**config.mk**
```make
export PLATFORM = sky130hd
export DESIGN_NAME = cpp_internal_double_hyst_to_bool_array
export DESIGN_NICKNAME = d
export VERILOG_FILES = /design/src/rtl/cpp_internal_double_hyst_to_bool_array.sv
export SDC_FILE = /design/constraint.sdc
export NUM_CORES = 1
export LEC_CHECK = 0
export BUFFER_PORTS_ARGS = -buffer_cell sky130_fd_sc_hd__buf_2
export CAP_MARGIN = 10
export CORE_AREA = 2 2 106 108
export CTS_CLUSTER_DIAMETER = 50
export DETAILED_ROUTE_END_ITERATION = 8
export DIE_AREA = 0 0 108 110
export PLACE_DENSITY_LB_ADDON = 0.2
export SYNTH_ARGS = -nofsm -noshare
export SYNTH_HDL_FRONTEND = slang
export SYNTH_SLANG_ARGS = --single-unit
export TNS_END_PERCENT = 10
```
**constraint.sdc**
```tcl
create_clock -name clk -period 1.85 [get_ports clk]
set_input_delay 0 -clock clk [delete_from_list [all_inputs] [get_ports clk]]
set_output_delay 0 -clock clk [all_outputs]
set_load 0.005 [all_outputs]
```
**src/rtl/cpp_internal_double_hyst_to_bool_array.sv**
```systemverilog
// Purpose: per-channel IEEE-754 double threshold compare with hysteresis and debounce -> registered bool.
// Latency: 1 clock from update_in_i strobe to out_o/update_out_o/edge_o.
// Backpressure: none; every strobed sample is consumed in the cycle it is presented.
module cpp_internal_double_hyst_to_bool_array #(
    parameter int          NCH      = 4,
    parameter logic [63:0] RISE_TH  = 64'hBFF0_0000_0000_0000,
    parameter logic [63:0] FALL_TH  = 64'h3FF0_0000_0000_0000,
    parameter int          DEBOUNCE = 1,
    parameter logic        INIT_OUT = 1'b0
) (
    input  logic              clk,
    input  logic              rst_n,
    input  logic [64*NCH-1:0] in_i,
    input  logic [NCH-1:0]    update_in_i,
    output logic [NCH-1:0]    out_o,
    output logic [NCH-1:0]    update_out_o,
    output logic [NCH-1:0]    edge_o
);

    typedef enum logic {ST_LOW = 1'b0, ST_HIGH = 1'b1} state_e;

    // Map a double bit pattern onto an unsigned key whose ordering matches the
    // numeric ordering of all non-NaN values; -0.0 folds onto +0.0 so they tie.
    function automatic logic [63:0] order_key(input logic [63:0] b);
        logic [63:0] n;
        n = (b == 64'h8000_0000_0000_0000) ? 64'd0 : b;
        return n[63] ? ~n : {1'b1, n[62:0]};
    endfunction

    // Exponent all ones with a non-zero mantissa; the sign bit is irrelevant.
    function automatic logic is_nan(input logic [62:0] m);
        return (m[62:52] == 11'h7FF) && (m[51:0] != 52'd0);
    endfunction

    localparam logic [63:0] RISE_KEY = order_key(RISE_TH);
    localparam logic [63:0] FALL_KEY = order_key(FALL_TH);
    localparam logic [3:0]  DEB_CNT  = 4'(DEBOUNCE);
    localparam state_e      INIT_ST  = INIT_OUT ? ST_HIGH : ST_LOW;

    state_e         state_q [NCH];
    state_e         state_d [NCH];
    logic [3:0]     cnt_q   [NCH];
    logic [3:0]     cnt_d   [NCH];
    logic [NCH-1:0] edge_q;
    logic [NCH-1:0] edge_d;
    logic [NCH-1:0] upd_q;
    logic [NCH-1:0] qual;

    // Per-channel qualification: the comparison direction depends on the current level.
    for (genvar g = 0; g < NCH; g++) begin : g_ch
        logic [63:0] smp;
        logic [63:0] smp_key;
        assign smp      = in_i[64*g +: 64];
        assign smp_key  = order_key(smp);
        assign qual[g]  = !is_nan(smp[62:0]) &&
                          ((state_q[g] == ST_HIGH) ? (smp_key < FALL_KEY)
                                                   : (smp_key > RISE_KEY));
        assign out_o[g] = (state_q[g] == ST_HIGH);
    end

    // Next-state: unstrobed channels hold; a non-qualifying sample (incl. NaN) clears the streak.
    always_comb begin
        for (int i = 0; i < NCH; i++) begin
            state_d[i] = state_q[i];
            cnt_d[i]   = cnt_q[i];
            edge_d[i]  = 1'b0;
            if (update_in_i[i]) begin
                if (!qual[i]) begin
                    cnt_d[i] = 4'd0;
                end else if (cnt_q[i] + 4'd1 == DEB_CNT) begin
                    state_d[i] = (state_q[i] == ST_HIGH) ? ST_LOW : ST_HIGH;
                    cnt_d[i]   = 4'd0;
                    edge_d[i]  = 1'b1;
                end else begin
                    cnt_d[i] = cnt_q[i] + 4'd1;
                end
            end
        end
    end

    // State, debounce counters and strobes; reset drops any partial streak immediately.
    always_ff @(posedge clk or negedge rst_n) begin
        if (!rst_n) begin
            for (int i = 0; i < NCH; i++) begin
                state_q[i] <= INIT_ST;
                cnt_q[i]   <= 4'd0;
            end
            edge_q <= '0;
            upd_q  <= '0;
        end else begin
            for (int i = 0; i < NCH; i++) begin
                state_q[i] <= state_d[i];
                cnt_q[i]   <= cnt_d[i];
            end
            edge_q <= edge_d;
            upd_q  <= update_in_i;
        end
    end

    assign update_out_o = upd_q;
    assign edge_o       = edge_q;

endmodule

```
Word level (Yosys, flattened, before mapping)
Index checks and enable logic that the tools add are counted.
{"block": "word_totals", "ramBits": 0, "wordCells": 94, "latchBits": 0, "ff_bits": 28, "romBits": 0, "out_inout_bits": 12, "memories": 0}
{"block": "classes", "addsub": 4, "n_mux": 36, "div_mod_pow": 0, "n_shift": 0, "magnitude_cmp": 8, "reduce_logical": 20, "n_eq_ne": 12, "multipliers": 0, "bitwise": 4}
{"op": "two-way mux 64 bit", "n": 8}
{"op": "== test 64 bit (second input constant)", "n": 4}
{"op": "greater-than comparator 64 x 63 -> 1 bit (second input constant)", "n": 4}
{"op": "less-than comparator 64 bit (second input constant)", "n": 4}
{"op": "NOT 64 bit", "n": 4}
{"op": "nonzero test 52 bit", "n": 4}
{"op": "== test 11 bit (second input constant)", "n": 4}
{"op": "two-way mux 4 bit", "n": 8}
{"op": "two-way mux 1 bit", "n": 20}
{"op": "adder 4 x 1 -> 4 bit (second input constant)", "n": 4}
{"op": "== test 4 x 1 -> 1 bit (second input constant)", "n": 4}
{"op": "AND reduction 3 bit", "n": 4}
{"op": "logical AND 1 bit", "n": 8}
{"op": "zero test 1 bit", "n": 4}

Logic depth before layout (Yosys ltp)
{"block": "depth", "depth_word": 9, "depth_mapped": 6, "depth_no_buf": 6}

Least setup slack after synthesis
Ideal clock, no wire load.
{"block": "synth_timing", "kind": "reg2reg", "start": "register cnt_q[12] (netlist bit)", "end": "register state_q, in the netlist out_o[0]", "slack_ns": 0.359, "t_arrival_ns": 1.412, "path_stages_with_launch": 7, "period_less_slack_ns": 1.491, "t_required_ns": 1.771, "path_buffers": 0, "cell_sequence": "dfrtp_1 > ha_1 > or2_1 > a21oi_1 > o21ai_2 > nor3_4 > xor2_1"}
{"block": "synth_via", "elab_chain_len": 3}
{"element": "from (decl)", "line": "42", "text": "logic [3:0] cnt_q [NCH];"}
{"element": "from (signal, indexed assignment)", "line": "93", "text": "cnt_q[i] <= cnt_d[i];"}
{"element": "adder 4 x 1 -> 4 bit", "line": "70", "text": "end else if (cnt_q[i] + 4'd1 == DEB_CNT) begin"}
{"element": "== test 4 x 1 -> 1 bit", "line": "70"}
{"element": "AND reduction 3 bit (no source line)"}
{"element": "to (signal, indexed assignment)", "line": "92", "text": "state_q[i] <= state_d[i];"}
{"element": "to (decl)", "line": "40", "text": "state_e state_q [NCH];"}
Every way passes these cells.
A chain may end at the register's enable or synchronous reset.

Worst setup path after layout
Same ends and word-level chain as after synthesis.

==> flow_metrics.env <==
export IMPL_cp_end_kind="flop"
export IMPL_avgSynthCellArea_um2=9.150
export IMPL_clock_sinks=28
export IMPL_synth_compound_area_share_pct=12.49
export IMPL_whs_endpoint="cnt_q[11]"
export IMPL_synth_edf_count=0
export IMPL_power_density_mw_per_mm2=740.5
export IMPL_synth_area_mux_share_pct=0
export IMPL_detail_route_vias_per_cell=4.417
export IMPL_drive_above_1_share_pct=59.96
export IMPL_final_hold_viol_count=0
export IMPL_die_y_um=110
export IMPL_synthesis_nets=500
export IMPL_grt_usage_pct=11.19
export IMPL_cts_repair_resized=0
export IMPL_postRouteAntennaNets=0
export IMPL_max_freq_ghz=0.6265
export IMPL_peakVddDrop_mv=0.4853
export IMPL_skew_ns=0.004098
export IMPL_yosysUniqueCellTypes=23
export IMPL_tritoncts="built"
export IMPL_drc=0
export IMPL_hp_class="in2reg"
export IMPL_arrival_ns=1.81
export IMPL_critPathKind="reg2reg"
export IMPL_r2r_end="out_o[0]"
export IMPL_ys_ff_latch=28
export IMPL_syn_area_mm2=0.002105
export IMPL_rr_worst_depth=6
export IMPL_synth_top_family_by_area="simple AND/OR/NAND/NOR gates"
export IMPL_clock_root_buffer="clkbuf_8"
export IMPL_hold_depth=4
export IMPL_area_growth_pct=79.01
export IMPL_portBuffers=273
export IMPL_outcome="completed"
export IMPL_core_mm2=0.01070
export IMPL_first_iter_violations=31
export IMPL_start_kind="flop"
export IMPL_yosysTopAreaCell="dfrtp_1"
export IMPL_grt_max_degree=29
export IMPL_antenna_found_initial=0
export IMPL_rows=38
export IMPL_yosys_cell_count_top_type="nor4_1"
export IMPL_dieArea_mm2=0.01188
export IMPL_clkLatencyLatePin_ns=0.28
export IMPL_slew_violations=0
export IMPL_synth_xor_area_share_pct=4.162
export IMPL_grt_pass1_wl_um=11080
export IMPL_period_share_pct=86.29
export IMPL_cts_buffer_depth=2
export IMPL_cp_required_ns=2.06
export IMPL_synthTopCellsByCount="nor4_1 (36), dfrtp_1 (28), nand2_1 (20), nor4_2 (20), nand4_1 (16)"
export IMPL_dr_total_vias=2880
export IMPL_setup_viol=0
export IMPL_post_cts_buffers=0
export IMPL_num_fill_cells=1121
export IMPL_crit_fanout=5
export IMPL_synthFlopType="dfrtp_1"
export IMPL_tns_ns=0
export IMPL_htreeDepth=1
export IMPL_synth_top_cell_area_share_pct=33.29
export IMPL_synth_area_leaders="dfrtp_1 (33%), nor4_2 (12%), nor4_1 (11%), ha_1 (4.8%), nand4_1 (4.8%)"
export IMPL_clk_pin_slew_ns=0.11
export IMPL_avgRoutedWirePerCell_um=11.56
export IMPL_worstReg2RegStart="cnt_q[12]"
export IMPL_chipWidth_um=108
export IMPL_yosys_area_share_simple_pct=43.16
export IMPL_synthArstFlopShare_pct=100.0
export IMPL_hold_slack_ns=0.2051
export IMPL_start_util_pct=19.67
export IMPL_place_gp_congestion=0.8010
export IMPL_leakage_nw=1.863
export IMPL_nNetsFinal=783
export IMPL_reg2reg_setup_slack_ns=0.25
export IMPL_cts_buffers=3
export IMPL_synth_fa_ha_area_share_pct=4.756
export IMPL_overflow=0
export IMPL_max_slew_margin_pct=54.13
export IMPL_firstDrtPassIters=4
export IMPL_io_pins=274
export IMPL_synthCells=230
export IMPL_hpwl_um=6567
export IMPL_fin_util_pct=35.22
export IMPL_grt_pass1_vias=2583
export IMPL_regArea_um2=700.7
export IMPL_rsz0062_at_grt="false"
export IMPL_fin_area_mm2=0.003767
export IMPL_num_antenna_cells=0
export IMPL_multi_input_area_mm2=0.001359
export IMPL_drt_total_wl_um=7537
export IMPL_synth_warning_count=0
export IMPL_report_power_total_mw=2.790
export IMPL_tightest_slew_ns=0.6880
export IMPL_hp_start="in_i[126]"
export IMPL_period_minus_slack_ns=1.596
export IMPL_dpl_instance_area_mm2=0.003646
export IMPL_seq_area_frac_synth_pct=33.29
export IMPL_drv_cap=0
[routing by layer]
| layer | vias up | GRT usage, % | share of wire [%] |
|---|---|---|---|
| met2 | 104 | 21.52 | 53 |
| met5 | - | 0 | 0 |
| met3 | 4 | 2.175 | 7.1 |
| li1 | 1487 | - | - |
| met4 | 0 | 1.007 | 0.25 |
| met1 | 1285 | 13.33 | 39 |
[registers in the layout, indices dropped and copies added, names as in the netlist]
signal	cells
out_o	4
cnt_q	16
update_out_o	4
edge_o	4
[metrics by stage]
step | std cells | setup slack [ns]
floorplan | 230 | 0.3588
global placement | 643 | 0.3078
detailed placement | 643 | 0.2707
CTS | 652 | 0.2353
global route | 652 | 0.1216
finish | 652 | 0.2537
[final cells by class]
| cell class | instances | share of cell area, % |
|---|---|---|
| tap | 140 | 4.650 |
| sequential | 28 | 18.60 |
| clock buffer | 3 | 1.096 |
| inverter | 12 | 1.196 |
| multi-input combinational | 190 | 36.07 |
| clock inverter | 1 | 0.7971 |
| timing repair buffer | 278 | 37.60 |
[placed cells by master, fill, tap and decap left out]
cell type        n
buf_2          273
nor4_1          36
dfrtp_1         28
nand2_1         20
nor4_2          20
nand4_1         16
nor3_1          14
inv_1           12
nand3_1         12
xor2_1          10
o22ai_1          8
ha_1             8
a21oi_1          6
o21ai_2          6
o21ai_1          6
dlygate4sd3_1    5
nand3b_1         4
o21ai_0          4
nor3_4           4
o2bb2ai_1        4
a21o_1           4
clkbuf_8         3
o211ai_1         2
or2_1            2
nor2_1           2
and3_1           2
bufinv_16        1
[critical path, stage by stage, from the launching register on]
cell     delay, ns
dfrtp_1       0.41
ha_1          0.26
or2_1         0.24
a21oi_1       0.18
o21ai_2       0.11
nor3_4        0.19
xor2_1        0.15
[logic make-up after synthesis]
| group | count (synthesis) |
|---|---|
| XOR/XNOR | 10 |
| buffers and inverters | 12 |
| AND/OR/NAND/NOR | 132 |
| AO/OA/AOI/OAI | 40 |
| adder cells (fa/ha/maj) | 8 |
| flip-flops | 28 |
[report_power, final]
| part | leakage, nW | internal [mW] | switching, mW | total, mW |
|---|---|---|---|---|
| Combinational | 1.48 | 0.623 | 0.586 | 1.21 |
| Sequential | 0.347 | 0.844 | 0.231 | 1.08 |
| Clock | 0.0357 | 0.290 | 0.216 | 0.506 |
| Total | 1.86 | 1.76 | 1.03 | 2.79 |
[what timing repair did]
action / 4_1_cts / 5_1_grt
endpoints found under the hold margin: 36 / 0
hold buffers: 5 / 0
endpoints found under the setup margin: 0 / 0
[how the worst max path moves through the flow]
stage,start,to,slack (ns),cells after the start
6_report,cnt_q[12],out_o[0],0.25,6
5_1_grt,cnt_q[12],out_o[0],0.12,6
4_1_cts,cnt_q[12],out_o[0],0.24,6
3_5_place_dp,cnt_q[12],out_o[0],0.27,6
3_3_place_gp,cnt_q[12],out_o[0],0.31,6
2_1_floorplan,cnt_q[12],out_o[0],0.36,6
Power figures use the tool's default switching activity.
